### config.mk
export PLATFORM = sky130hd
export DESIGN_NAME = serial_subtractor
export DESIGN_NICKNAME = d
export VERILOG_FILES = /design/src/rtl/serial_sub_pkg.sv /design/src/rtl/fs_bit_cell.sv /design/src/rtl/serial_subtractor.sv
export SDC_FILE = /design/constraint.sdc
export NUM_CORES = 1
export LEC_CHECK = 0
export CORE_ASPECT_RATIO = 0.5
export CORE_MARGIN = 5
export CORE_UTILIZATION = 45
export CTS_CLUSTER_DIAMETER = 200
export DETAILED_ROUTE_END_ITERATION = 16
export GPL_TIMING_DRIVEN = 0
export PLACE_DENSITY = 0.7
export SLEW_MARGIN = 20
export SYNTH_ARGS = -nofsm -noshare
export SYNTH_HDL_FRONTEND = slang
export SYNTH_SLANG_ARGS = --single-unit
### constraint.sdc
create_clock -name clk -period 1.9 [get_ports clk]
set_clock_uncertainty 0.15 [all_clocks]
set_input_delay 0.38 -clock clk [delete_from_list [all_inputs] [get_ports clk]]
set_output_delay 0.38 -clock clk [all_outputs]
set_load 0.005 [all_outputs]
### src/rtl/serial_sub_pkg.sv
// Shared types and constants for the bit-serial subtractor.
package serial_sub_pkg;

    localparam int unsigned SUB_WIDTH_DEFAULT = 8;

    typedef enum logic [1:0] {
        IDLE  = 2'd0,
        SHIFT = 2'd1,
        DONE  = 2'd2
    } sub_state_e;

    // Bit-counter width for an operand of w bits.
    function automatic int unsigned cnt_w(input int unsigned w);
        return $clog2(w);
    endfunction

endpackage

### src/rtl/fs_bit_cell.sv
// Combinational 1-bit full subtractor: d = a - b - bin, with borrow out.
module fs_bit_cell (
    input  logic a,
    input  logic b,
    input  logic bin,
    output logic d,
    output logic bout
);

    always_comb begin
        d    = a ^ b ^ bin;
        bout = (~a & b) | (~(a ^ b) & bin);
    end

endmodule

### src/rtl/serial_subtractor.sv
// Bit-serial subtractor: diff = a - b - bin, one bit per clock LSB-first,
// with a start/done handshake and registered results.
module serial_subtractor
    import serial_sub_pkg::*;
#(
    parameter int unsigned WIDTH = SUB_WIDTH_DEFAULT
) (
    input  logic             clk,
    input  logic             rst_n,
    input  logic             start,
    input  logic [WIDTH-1:0] a,
    input  logic [WIDTH-1:0] b,
    input  logic             bin,
    output logic             busy,
    output logic             done,
    output logic [WIDTH-1:0] diff,
    output logic             bout,
    output logic             ovf
);

    localparam int unsigned CW = cnt_w(WIDTH);
    localparam logic [CW-1:0] LAST_BIT = CW'(WIDTH - 1);

    sub_state_e       state_q, state_d;
    logic [CW-1:0]    cnt_q, cnt_d;
    logic [WIDTH-1:0] a_q, a_d;
    logic [WIDTH-1:0] b_q, b_d;
    logic [WIDTH-1:0] res_q, res_d;
    logic [WIDTH-1:0] diff_q, diff_d;
    logic             br_q, br_d;
    logic             bout_q, bout_d;
    logic             ovf_q, ovf_d;
    logic             amsb_q, amsb_d;
    logic             bmsb_q, bmsb_d;

    logic cell_d;
    logic cell_bo;

    fs_bit_cell u_cell (
        .a    (a_q[0]),
        .b    (b_q[0]),
        .bin  (br_q),
        .d    (cell_d),
        .bout (cell_bo)
    );

    always_comb begin
        state_d = state_q;
        cnt_d   = cnt_q;
        a_d     = a_q;
        b_d     = b_q;
        res_d   = res_q;
        diff_d  = diff_q;
        br_d    = br_q;
        bout_d  = bout_q;
        ovf_d   = ovf_q;
        amsb_d  = amsb_q;
        bmsb_d  = bmsb_q;

        unique case (state_q)
            IDLE: begin
                if (start) begin
                    state_d = SHIFT;
                    cnt_d   = '0;
                    a_d     = a;
                    b_d     = b;
                    br_d    = bin;
                    amsb_d  = a[WIDTH-1];
                    bmsb_d  = b[WIDTH-1];
                end
            end
            SHIFT: begin
                res_d = {cell_d, res_q[WIDTH-1:1]};
                a_d   = a_q >> 1;
                b_d   = b_q >> 1;
                br_d  = cell_bo;
                cnt_d = cnt_q + CW'(1);
                // Last bit: publish the completed result so diff never shows partial shifts.
                if (cnt_q == LAST_BIT) begin
                    state_d = DONE;
                    diff_d  = res_d;
                    bout_d  = cell_bo;
                    ovf_d   = (amsb_q != bmsb_q) && (cell_d != amsb_q);
                end
            end
            DONE: begin
                state_d = IDLE;
            end
            default: begin
                state_d = IDLE;
            end
        endcase
    end

    always_ff @(posedge clk) begin
        if (!rst_n) begin
            state_q <= IDLE;
            cnt_q   <= '0;
            a_q     <= '0;
            b_q     <= '0;
            res_q   <= '0;
            diff_q  <= '0;
            br_q    <= 1'b0;
            bout_q  <= 1'b0;
            ovf_q   <= 1'b0;
            amsb_q  <= 1'b0;
            bmsb_q  <= 1'b0;
        end else begin
            state_q <= state_d;
            cnt_q   <= cnt_d;
            a_q     <= a_d;
            b_q     <= b_d;
            res_q   <= res_d;
            diff_q  <= diff_d;
            br_q    <= br_d;
            bout_q  <= bout_d;
            ovf_q   <= ovf_d;
            amsb_q  <= amsb_d;
            bmsb_q  <= bmsb_d;
        end
    end

    assign busy = (state_q != IDLE);
    assign done = (state_q == DONE);
    assign diff = diff_q;
    assign bout = bout_q;
    assign ovf  = ovf_q;

endmodule

# Yosys cells after proc, flatten, opt, wreduce, memory -nomap -nowiden

Index checks and enable logic that the tools add are counted.
W data, S select, Z words.

Logic and storage cells: 45
Flip-flop bits (word level): 42
Output and inout bits: 12

Reduce and logical (&&, ||, !) cells: 8
Multiplexer cells: 11
$add $sub $neg: 1
Bitwise gates (word level): 7
Equal/unequal tests: 7

Operators with widths:

| operator              | number |
|---|---|
| $pmux W8 S2           | 2 |
| $mux W8               | 2 |
| $reduce_and A2 Y1     | 4 |
| $pmux W3 S2           | 1 |
| $mux W2               | 2 |
| $ne A2 B2 Y1 const B  | 2 |
| $pmux W2 S2           | 1 |
| $reduce_bool A2 Y1    | 2 |
| $add A3 B1 Y3 const B | 1 |
| $eq A3 B3 Y1 const B  | 1 |
| $mux W3               | 1 |
| $and A1 B1 Y1         | 2 |
| $eq A2 B1 Y1 const B  | 1 |
| $eq A2 B2 Y1 const B  | 1 |
| $logic_not A2 Y1      | 1 |
| $ne A1 B1 Y1          | 2 |
| $not A1 Y1            | 2 |
| $pmux W1 S2           | 1 |
| $xor A1 B1 Y1         | 2 |
| $logic_and A1 B1 Y1   | 1 |
| $mux W1               | 1 |
| $or A1 B1 Y1          | 1 |

# Logic depth before layout (Yosys ltp)

Depth after elaboration: 5
Mapped depth: 6

# Modules after synthesis

Synthesis repeated with hierarchy kept, for this count alone.

Cell total of the unflattened synthesis: 182
Area, all modules: 1824.2 um^2

Modules (own cells, without submodules):

| module            | cells an instance | instances | area each (um^2) |
|---|---|---|---|
| serial_subtractor | 178               | 1         | 1793.0 |
| fs_bit_cell       | 4                 | 1         | 31.3 |

# Least setup slack after synthesis

Ideal clock, no wire load.

Path kind: flip-flop to flip-flop
From: reg b_q[0]
To: reg ovf_q (netlist: ovf)
Required time: 1676 ps
Path slack: 220 ps
Path buffers: 0
Library setup time: 74 ps
Arrival time: 1456 ps
Stages on the path, launching flop included: 5
Cell sequence: dfxtp_1 > inv_1 > fa_1 > or3b_2 > a31oi_1

Cells in the longest elaborated chain, start to end: 4

RTL lines:

| element                     | line                     | text |
|---|---|---|
| start: declaration          | serial_subtractor.sv:27  | `logic [WIDTH-1:0] b_q, b_d;` |
| start signal: assignment    | serial_subtractor.sv:100 | `b_q <= '0;` |
| start signal: assignment    | serial_subtractor.sv:112 | `b_q <= b_d;` |
| $xor A1 B1 Y1 (2 in series) | fs_bit_cell.sv:11        | `d = a ^ b ^ bin;` |
| named net cell_d            | serial_subtractor.sv:36  | `logic cell_d;` |
| $ne A1 B1 Y1                | serial_subtractor.sv:83  | `ovf_d = (amsb_q != bmsb_q) && (cell_d != amsb_q);` |
| $logic_and A1 B1 Y1         | serial_subtractor.sv:83  |  |
| end signal: assignment      | serial_subtractor.sv:117 | `ovf_q <= ovf_d;` |
| end: declaration            | serial_subtractor.sv:32  | `logic ovf_q, ovf_d;` |

The timed path passes the listed nets, and every way through them passes these cells.
A chain may end at the register's enable or synchronous reset.

# Worst setup path in the final report

From: reg state_q[0]
To: out busy

Cells in the longest elaborated chain, start to end: 1

RTL lines:

| element                  | line                     | text |
|---|---|---|
| start: declaration       | serial_subtractor.sv:24  | `sub_state_e state_q, state_d;` |
| start signal: assignment | serial_subtractor.sv:109 | `state_q <= state_d;` |
| $reduce_bool A2 Y1       | serial_subtractor.sv:123 | `assign busy = (state_q != IDLE);` |
| end: declaration         | serial_subtractor.sv:14  | `output logic busy,` |

Every way passes these cells.

==> flow_metrics.tcl <==
set metrics [dict create \
    clkPwrFrac_pct 31.8 \
    ctsHoldBuffers 0 \
    ir_worst_vdd_mv 0.3434 \
    fmax_ghz 0.5435 \
    yosys_warnings 0 \
    postLayoutCoreUtil_pct 58.32 \
    routabilityCongestion 0.7390 \
    sw_frac_of_total_pct 25.59 \
    cts_buffers 5 \
    cp-start-kind "register" \
    max-clock-path-buffers 2 \
    reg2regPathDepth 4 \
    drt_pass1_iterations 4 \
    avgSynthCellArea_um2 9.555 \
    worstSetupPathType "register to output port" \
    grt_pass1_wl_um 6196 \
    coreArea_um2 3864 \
    path_depth 3 \
    antenna_cells 0 \
    vias_per_cell 4.889 \
    worst_slew_pin_slew_ps 594.3 \
    rrSetupSlack_ps 120 \
    critPathBufInv 2 \
    status "completed" \
    pwr-share-seq_pct 53.8 \
    synth_seq_cells 41 \
    clk_pin_slew_ps 80 \
    required_ps 1370 \
    dp_hpwl_um 2587 \
    clock-root-buffer "clkbuf_8" \
    cts_tree "yes" \
    cpPeakStageDelay_ps 310 \
    ys_seq_area_share_pct 45.94 \
    synth_cells 187 \
    hold_class "register to register" \
    p_per_area_nw_per_um2 761.8 \
    hold_ws_ps 307.2 \
    antenna_found_initial 0 \
    ant_nets 0 \
    drc 0 \
    die_x_um 99.11 \
    timing.final.crit_share_pct 96.84 \
    finalHoldViolations 0 \
    rr_startpoint "b_q[0]" \
    routedWlPerCell_um 12.87 \
    post-cts-setup-buffer-count 0 \
    critical_path.max_fanout 17 \
    finalSetupViolCount 0 \
    drv_slew 0 \
    nFillCells 356 \
    relSlewSlack_pct 60.38 \
    wl_um 3590 \
    reg2reg_to "ovf" \
    pwr-share-comb_pct 14.4 \
    syn_area_um2 1787 \
    p_leak_nw 0.8390 \
    row_count 16 \
    grt_overflow 0 \
    drive_above_1_share_pct 18.67 \
    grt_max_degree 18 \
    drt_iter0_drc 50 \
    io_pins 32 \
    grt_pass1_vias 1335 \
    cp_slowest_cell "dfxtp_1" \
    ys_types 30 \
    num_vias 1364 \
    critPathCaptureType "output port" \
    start_util_pct 46.24 \
    grt.total_usage_pct 15.03 \
    intPower_mw 1.277 \
    cap_viol_max_count 0 \
    fin_nets 247 \
    dieArea_um2 5407 \
    cp_data_arrival_time_ps 1310 \
    min_to "diff[3]" \
    p_sw_mw 0.4393 \
    syn_nets 210 \
    areaGrowthSynthToFinish_pct 26.12 \
    path_cells "buf_6 -> or2_2 -> dlygate4sd2_1" \
    die_h_um 54.56 \
    clock_sinks 41 \
    rsz0062_at_grt "no" \
    hold_depth 2 \
    io_buffer_count 31 \
    clock_latency_ps 290 \
    period_minus_slack_ps 1840 \
    critPathTopFamily "buffers and inverters" \
    h-tree-depth 2 \
    min_from "diff[3]" \
    total_power_mw 1.717 \
]
[layout make-up]
type	instances	area, um^2	share of cell area, %
multi-input cells	130	859.6	38.15
clock buffers	5	68.82	3.054
plain buffers	12	98.84	4.386
repair buffers	31	307.8	13.66
clock inverters	3	17.52	0.7773
inverters	3	11.26	0.4997
well taps	54	67.56	2.998
flip-flops and latches	41	822.0	36.48
[placed cells by master (no fill, tap or decap), types with 3 or more instances in the layout]
| cell type | instances |
|---|---|
| nor2_1 | 16 |
| nand2_1 | 33 |
| nor2_2 | 6 |
| nand2b_1 | 3 |
| dfxtp_1 | 40 |
| inv_1 | 3 |
| buf_6 | 4 |
| clkbuf_8 | 5 |
| buf_2 | 3 |
| a21oi_1 | 21 |
| clkdlybuf4s50_1 | 29 |
| o21ai_0 | 3 |
| mux2i_1 | 15 |
| a211oi_2 | 14 |
| clkbuf_1 | 3 |
[cell families (layout without fill, tap and decap cells)]
logic type | count (synthesis) | count (layout) | synth area share, %
multiplexers | 15 | 15 | 8.403
buffers and inverters | 16 | 54 | 6.092
adder cells (fa/ha/maj) | 3 | 3 | 2.521
AND/OR/NAND/NOR | 66 | 66 | 16.95
flip-flops | 41 | 41 | 45.94
AO/OA/AOI/OAI | 46 | 46 | 20.10
[worst min-delay path, stage by stage (launching register included)]
cell	delay, ps
dfxtp_1	310
nand2_1	50
a21oi_1	50
[per-layer routing]
metal / up-vias / wire (um) / global-route usage (%) / part of all wire (%)
met5: - / 0 / 0 / 0
met4: 0 / 46 / 5.442 / 1.3
met3: 4 / 142 / 4.962 / 4.0
met2: 17 / 1619 / 24.33 / 45
met1: 628 / 1782 / 19.11 / 50
li1: 715 / - / - / -
[per-stage QoR]
step	setup TNS [ps]	setup WS (ps)	instances	area (um^2)
finish	0	60.12	279	2253
global route	0	3.383	279	2253
CTS	0	54.83	279	2251
detailed placement	-8.308	-6.837	272	2165
global placement	0	8.668	272	2165
floorplan	0	219.9	187	1787
[Yosys cell counts (all sizes together)]
cell type  number  area, um^2
o211a           1       10.01
dfxtp          41       820.8
or2             1       6.260
o21ba           1       10.01
mux2i          15       150.1
nand2b          3       18.77
nor2           22       97.60
a22oi           2       15.01
and3b           1       8.760
a211oi         16       190.2
fa              1       20.02
nor2b           2       12.51
nor3b           1       7.510
nand2          33       123.9
a31oi           1       6.260
inv             3       11.26
o21ai           3       15.01
nand3b          2       18.77
buf            10       86.33
o21bai          1       7.510
a21oi          21       105.1
clkbuf          3       11.26
or3b            1       8.760
ha              2       25.02
[power groups by stage]
stage               Sequential [mW]  Clock (mW)  Combinational (mW)
global route                  0.928       0.602               0.275
CTS                           0.924       0.561               0.247
detailed placement            0.943           0               0.248
global placement              0.941           0               0.242
floorplan                     0.937           0               0.171
finish                        0.924       0.546               0.247
[worst max path at each step]
stage,endpoint,startpoint
after floorplan,ovf,b_q[0]
after global placement,busy,state_q[0]
after detailed placement,a_q[1],start
after CTS,busy,state_q[0]
after global routing,busy,state_q[0]
final,busy,state_q[0]
[timing repair]
item | in CTS | in global routing
hold endpoints to repair | 0 | 0
pin swaps | 0 | 0
endpoints found under the setup margin | 2 | 1
gates resized for setup | 5 | 1
[registers in the layout, indices dropped and copies added (netlist names)]
signal   count
a_q          8
b_q          8
diff         8
res_q        7
cnt_q        3
state_q      2
amsb_q       1
bmsb_q       1
bout         1
br_q         1
ovf          1
No activity file was read; power rests on OpenSTA's default activity.
